[config.mk]
export PLATFORM = sky130hd
export DESIGN_NAME = sym_fir_serial
export DESIGN_NICKNAME = d
export VERILOG_FILES = /design/src/rtl/sym_fir_serial.sv
export SDC_FILE = /design/constraint.sdc
export NUM_CORES = 2
export LEC_CHECK = 0
export CORE_AREA = 2 2 225 227
export CTS_BUF_LIST = sky130_fd_sc_hd__clkbuf_16
export CTS_CLUSTER_DIAMETER = 60
export DETAILED_ROUTE_END_ITERATION = 10
export DIE_AREA = 0 0 227 229
export DONT_BUFFER_PORTS = 1
export MAX_ROUTING_LAYER = met4
export PLACE_DENSITY_LB_ADDON = 0.12
export SYNTH_ARGS = -nofsm -noshare
export SYNTH_HDL_FRONTEND = slang
export SYNTH_SLANG_ARGS = --single-unit
export TNS_END_PERCENT = 30
[constraint.sdc]
create_clock -name clk -period 17.28 [get_ports clk]
set_input_delay 1.728 -clock clk [delete_from_list [all_inputs] [get_ports clk]]
set_output_delay 1.728 -clock clk [all_outputs]
set_load 0.02 [all_outputs]
[src/rtl/sym_fir_serial.sv]
// Odd-length symmetric FIR. One shared multiplier folds mirrored taps, giving one MAC per unique coefficient.
// Accept at E0 and out_valid follows edge E(H+1). in_ready is high only in IDLE, so samples are spaced H+2 clocks apart.
module sym_fir_serial #(
    parameter int DATA_W = 10,
    parameter int COEF_W = 8,
    parameter int TAPS   = 31,
    parameter int SHIFT  = 10,
    localparam int H     = (TAPS + 1) / 2,
    localparam int AW    = $clog2(H)
) (
    input  logic                     clk,
    input  logic                     reset,
    input  logic                     in_valid,
    output logic                     in_ready,
    input  logic [DATA_W-1:0]        in_data,
    input  logic                     coef_we,
    input  logic [AW-1:0]            coef_addr,
    input  logic signed [COEF_W-1:0] coef_data,
    output logic                     coef_wr_err,
    output logic                     out_valid,
    output logic [DATA_W-1:0]        out_data,
    output logic                     primed
);
    localparam int ACC_W = DATA_W + 1 + COEF_W + $clog2(H) + 1;
    localparam int PW    = COEF_W + DATA_W + 2;
    localparam int DIW   = $clog2(TAPS);
    localparam int CW    = $clog2(TAPS + 1);
    localparam logic signed [ACC_W-1:0] RND  = ACC_W'(1) <<< (SHIFT - 1);
    localparam logic signed [ACC_W-1:0] MAXV = ACC_W'((1 << DATA_W) - 1);

    typedef enum logic [1:0] {S_IDLE, S_MAC, S_OUT} state_t;

    state_t                    r_state, w_state_nxt;
    logic [DATA_W-1:0]         r_dline [TAPS];
    logic signed [COEF_W-1:0]  r_coef [H];
    logic signed [ACC_W-1:0]   r_acc;
    logic [AW-1:0]             r_idx;
    logic [CW-1:0]             r_cnt;
    logic                      r_out_vld;
    logic [DATA_W-1:0]         r_out_dat;
    logic                      r_wr_err;

    logic                      w_hs;
    logic                      w_last;
    logic                      w_wr_ok;
    logic [DIW-1:0]            w_near;
    logic [DIW-1:0]            w_mirror;
    logic [DATA_W:0]           w_pair;
    logic signed [PW-1:0]      w_prod;
    logic signed [ACC_W-1:0]   w_rnd;
    logic signed [ACC_W-1:0]   w_scaled;
    logic [DATA_W-1:0]         w_sat;

    always_ff @(posedge clk or posedge reset) begin
        if (reset) r_state <= S_IDLE;
        else       r_state <= w_state_nxt;
    end

    always_comb begin
        w_state_nxt = r_state;
        in_ready    = 1'b0;
        case (r_state)
            S_IDLE: begin
                in_ready = 1'b1;
                if (in_valid) w_state_nxt = S_MAC;
            end
            S_MAC:   if (w_last) w_state_nxt = S_OUT;
            S_OUT:   w_state_nxt = S_IDLE;
            default: w_state_nxt = S_IDLE;
        endcase
    end

    assign w_hs    = in_valid & in_ready;
    assign w_last  = (r_idx == AW'(H - 1));
    assign w_wr_ok = coef_we && (r_state == S_IDLE) && ({1'b0, coef_addr} < (AW + 1)'(H));

    // Fold mirrored taps before the multiply; the centre tap has no partner.
    assign w_near   = DIW'(r_idx);
    assign w_mirror = DIW'(TAPS - 1) - w_near;
    assign w_pair   = w_last ? {1'b0, r_dline[w_near]}
                             : {1'b0, r_dline[w_near]} + {1'b0, r_dline[w_mirror]};
    assign w_prod   = PW'(r_coef[r_idx]) * PW'($signed({1'b0, w_pair}));

    assign w_rnd    = r_acc + RND;
    assign w_scaled = w_rnd >>> SHIFT;

    always_comb begin
        w_sat = w_scaled[DATA_W-1:0];
        if (w_scaled < 0)         w_sat = '0;
        else if (w_scaled > MAXV) w_sat = '1;
    end

    always_ff @(posedge clk or posedge reset) begin
        if (reset) begin
            r_acc <= '0;
            r_idx <= '0;
            r_cnt <= '0;
            for (int i = 0; i < TAPS; i++) r_dline[i] <= '0;
        end else if (w_hs) begin
            r_acc      <= '0;
            r_idx      <= '0;
            r_dline[0] <= in_data;
            for (int i = 1; i < TAPS; i++) r_dline[i] <= r_dline[i-1];
            if (r_cnt != CW'(TAPS)) r_cnt <= r_cnt + CW'(1);
        end else if (r_state == S_MAC) begin
            r_acc <= r_acc + ACC_W'(w_prod);
            if (!w_last) r_idx <= r_idx + AW'(1);
        end
    end

    // A write on a handshake edge lands before the first MAC reads it.
    always_ff @(posedge clk or posedge reset) begin
        if (reset) begin
            for (int i = 0; i < H; i++) r_coef[i] <= '0;
        end else if (w_wr_ok) begin
            r_coef[coef_addr] <= coef_data;
        end
    end

    always_ff @(posedge clk or posedge reset) begin
        if (reset) begin
            r_out_vld <= 1'b0;
            r_out_dat <= '0;
            r_wr_err  <= 1'b0;
        end else begin
            r_out_vld <= (r_state == S_OUT);
            r_wr_err  <= coef_we & ~w_wr_ok;
            if (r_state == S_OUT) r_out_dat <= w_sat;
        end
    end

    assign out_valid   = r_out_vld;
    assign out_data    = r_out_dat;
    assign coef_wr_err = r_wr_err;
    assign primed      = (r_cnt == CW'(TAPS));
endmodule

* Word level (Yosys, flattened, before mapping)
Cells that the tools add are included.
** Storage, ports and cells
- Logic and storage cells :: 114
- Bits of input ports :: 26
- Output and inout bits :: 14
- Register bits :: 485
** Operators by class
- Equality and inequality tests :: 8
- $lt $le $gt $ge :: 7
- Bitwise logic cells :: 7
- $mul :: 1
- Muxes and demuxes :: 24
- Reductions and logical operators :: 7
- $add $sub $neg :: 6
** Operators by type and width (number)
- $bwmux W128 :: 1
- $bmux W10 S5 :: 2
- $mux W10 :: 6
- $mux W24 :: 2
- $bmux W8 S4 :: 1
- $demux W8 S4 :: 1
- $add A24 B11 Y24 const B :: 1
- $add A24 B20 Y24 :: 1
- $mux W8 :: 3
- $mul A8 B12 Y20 :: 1
- $gt A14 B11 Y1 const B :: 1
- $lt A14 B1 Y1 const B :: 1
- $ge A6 B6 Y1 const B :: 2
- $mux W4 :: 3
- $add A10 B10 Y11 :: 1
- $mux W11 :: 1
- $ge A5 B5 Y1 const B :: 2
- $not A4 Y5 :: 2
- $ne A2 B2 Y1 const B :: 3
- $not A4 Y6 :: 1
- $not A5 Y6 :: 1
- $reduce_and A2 Y1 :: 3
- $add A5 B1 Y5 const B :: 1
- $eq A5 B5 Y1 const B :: 1
- 15 further kinds :: 18

* Longest topological paths before layout
- Depth after elaboration :: 11
- Mapped depth :: 35
- Mapped depth without buffers :: 31

* Least setup slack after synthesis
Ideal clock, no wire load.
- Path kind :: register to register
- Start point :: reg r_idx[0]
- End point :: reg r_acc[22]
- Required time :: 17.211 ns
- Path buffers :: 2
- Period minus slack after synthesis :: 8.379 ns
- Setup slack :: 8.901 ns
- Arrival time :: 8.310 ns
- Stages on the path, launching flop included :: 28
- Cells stage by stage :: dfrtp_1 -> ha_1 -> buf_6 -> clkbuf_1 -> mux4_2 -> mux2_2 -> mux4_2 -> ha_1 -> fa_1 -> a21oi_1 -> o21bai_1 -> a21o_1 -> a2111o_1 -> o211ai_2 -> nand2b_1 -> fa_1 -> inv_1 -> fa_1 -> fa_1 -> fa_1 -> fa_1 -> ha_1 -> o21a_1 -> o31ai_1 -> a211oi_1 -> a211oi_1 -> or4_1 -> nand3_1
** On the way
- Longest elaborated chain between the ends :: 11
- Elaborated cells between the ends (all ways) :: 20
** Ends and longest elaborated chain
- start, declared :: line 37 : logic [AW-1:0] r_idx;
- start signal, assigned :: line 107 : if (!w_last) r_idx <= r_idx + AW'(1);
- $sub A5 B4 Y5 :: line 79 : assign w_mirror = DIW'(TAPS - 1) - w_near;
- $not A5 Y6 (not written as such) :: line 81 : : {1'b0, r_dline[w_near]} + {1'b0, r_dline[w_mirror]};
- $bmux W10 S5 :: line 81
- $mux W10 (not written as such) (2 in a row) :: line 81
- $add A10 B10 Y11 :: line 81
- $mux W11 :: line 80 : assign w_pair = w_last ? {1'b0, r_dline[w_near]}
- $mul A8 B12 Y20 (*) :: line 82 : assign w_prod = PW'(r_coef[r_idx]) * PW'($signed({1'b0, w_pair}));
- $add A24 B20 Y24 (*) :: line 106 : r_acc <= r_acc + ACC_W'(w_prod);
- $mux W24 (*) :: line 105 : end else if (r_state == S_MAC) begin
- $mux W24 (*) :: line 99 : end else if (w_hs) begin
- end signal, assigned :: line 106
- end, declared :: line 36 : logic signed [ACC_W-1:0] r_acc;
Every way passes the cells marked *; elsewhere a longest branch is shown, timed or not. The select of a mux whose other input is x is not followed.
A chain may end at the register's enable or synchronous reset.

* Worst setup path after layout
- Start point :: reg r_idx[0]
- End point :: reg r_acc[21]
The elaborated chain is that of the path after synthesis.

==> qor.yml <==
global_routing:
  grt_max_degree: 177
  grt.total_usage: 0.244
  antenna_found_initial: 0
  grt_pass1_wl_um: 97800
  overflow: 0
  grt_pass1_vias: 18300
synthesis:
  yosysSeqAreaShare: 0.448
  synth_edf_count: 0
  ys_types: 60
  avgSynthCellArea_sq_um: 10.5
  yosysWarningCount: 0
  synth_area_sq_um: 27100
  synth_top_area_share: 0.448
  ys.flop_type: "dfrtp_1"
  synth_nets: 2760
  async_reset_ff_frac: 1.00
  ys_seq_elements: 485
  synth.largest_area_cell: "dfrtp_1"
  synth.top_cells.by_area: "dfrtp_1, nand2_1, mux4_2, mux2_2, fa_1"
  netlist_instances: 2576
worst_setup_path:
  startpoint_type: "flop"
  r2r_cells: 26
  cp.required_ps: 17770
  path_class: "flop to flop"
  cp_max_fo: 47
  end_kind: "flop"
  critical_path_arrival_ps: 10330
drt:
  drc_errors: 0
  antenna_left: 0
  vias_per_cell: 5.64
  drt_first_pass_iters: 7
  routedWlPerCell_um: 18.2
  vias: 18200
  drt_iter0_drc: 1326
  drt-total-wl_um: 58800
clock_tree:
  cts_buffers: 54
  cts.path.max_buffers: 3
  hold_buffers: 0
  cts_setup_buffers: 0
  ctsRootBufferMaster: "clkbuf_16"
  post_cts_resized: 0
  h-tree-depth: 2
  clk_pin_slew_ps: 60
  cts.sinks: 485
  worstSkewPairLatency_ps: 630
  cts_tree: "built"
power:
  leakagePower_uw: 0.0148
  vdd_drop_max_mv: 0.141
  p_per_area_nw_per_um2: 200
cells_and_area:
  syn_to_final_growth_pct: 7.39
  n_antenna_cell: 0
  drive_above_1_share: 0.151
  mostFrequentLayoutCells: "nand2_1, dfrtp_1, mux2_2, mux4_2, inv_1"
  final_nets: 2701
  layout_commonest_cell: "nand2_1"
  finish.utilization: 0.586
outcome:
  outcome: "finished clean"
placement:
  place_hpwl_um: 38600
  port_buffers: 0
  gp_congestion: 0.873
sta:
  finalHoldViolations: 0
  rsz0062_at_grt: "false"
  period_share: 0.570
  period_needed_ps: 9850
  slew_violations: 0
  setup_viol: 0
  worst_pin_slew_ps: 1130
  relSlewSlack: 0.247
  clock-skew-final_ps: 39.6
  setup_tns_ps: 0
  fmax_ghz: 0.102
floorplanning:
  ios: 40
  die-area_sq_um: 52000
  row_count: 82
  die_h_um: 229
  coreArea_sq_um: 49700
  start_util: 0.546
  fp.dieW_um: 227
hold_path:
  hp-class: "flop to flop"
  min_path_cells: 2
job:
  maxCapViolations: 0
## report_power, final
part           switching, uW  leakage (uW)  total, uW  internal (uW)
Combinational           1740       0.00744       3120           1380
Clock                    464      0.000845       1040            581
Sequential               242       0.00657       1640           1400
Total                   2450        0.0148       5810           3360
## cells in the mapped netlist (10+ instances only)
cell type,count
clkbuf_1,101
a21oi_1,38
nand2b_1,21
dfrtp_1,485
xor2_1,15
inv_1,78
buf_2,10
fa_1,73
nand2_1,1001
nand3_1,35
o21ai_0,68
mux4_2,111
ha_1,85
mux2i_1,23
nor2b_1,13
nor2_1,56
mux4_1,30
xnor2_1,18
buf_4,12
mux2_2,160
## cell type report
cell class | instances | area [sq um]
Clock buffer | 54 | 1350
Clock inverter | 44 | 250
Fill cell | 4204 | 20600
Inverter | 78 | 300
Multi-Input combinational cell | 1872 | 14000
Sequential cell | 485 | 12100
Tap cell | 672 | 841
Timing Repair Buffer | 26 | 208
## critical path, stage by stage, from the launching register on
cell      delay [ps]
dfrtp_4          950
ha_4             480
buf_4            610
mux4_2           580
mux2_2           270
mux4_2           460
ha_1             250
fa_1             470
a21oi_1          180
o21bai_1         130
a211oi_1         350
o21ai_0          180
a31oi_1          490
nand2_1          170
fa_1             550
inv_1             60
fa_1             510
fa_1             430
fa_1             490
ha_1             310
ha_1             340
o21ai_0          360
nand2b_1         180
nand3b_1         190
a31oi_1          110
or3_1            320
a32o_1           240
## path summary, 6_finish.rpt
path                               from      endpoint  slack, ps
max                            r_idx[0]     r_acc[21]       7430
min                        r_dline[198]  r_dline[188]        470
max reg2reg                    r_idx[0]     r_acc[21]       7430
min reg2reg                r_dline[198]  r_dline[188]        470
max in group asynchronous         reset   out_data[0]      13810
min in group asynchronous         reset  r_dline[304]       1090
## registers in the layout, indices dropped and copies added (netlist names)
register,cells
r_dline,310
out_valid,1
r_coef,128
r_idx,4
coef_wr_err,1
r_acc,24
out_data,10
r_state,2
r_cnt,5
## metrics by stage
stage	std cells	total power [uW]	setup WS, ps	hold WS [ps]	area (sq um)
after floorplan	2576	4090	2020	438	27100
after global placement	3133	4740	7630	454	27500
after detailed placement	3133	4810	7430	462	27500
after CTS	3231	5890	7390	460	29100
after global routing	3231	6350	6910	496	29100
final	3231	5810	7430	470	29100
## routing by layer
layer / share of wire / up-vias / GRT usage
li1: - / 8552 / -
met1: 0.46 / 9269 / 0.340
met2: 0.49 / 338 / 0.384
met3: 0.040 / 78 / 0.0304
met4: 0.018 / 0 / 0.0592
met5: 0 / - / -
## cell families after synthesis
kind of cell,synth area share
muxes,0.197
buffers and inverters,0.0368
AOI/OAI and AO/OA,0.0379
adders and majority gates,0.0932
and+or+nand+nor,0.176
xor gates and xnor gates,0.0107
DFF,0.448
Power figures use the tool's default switching activity.
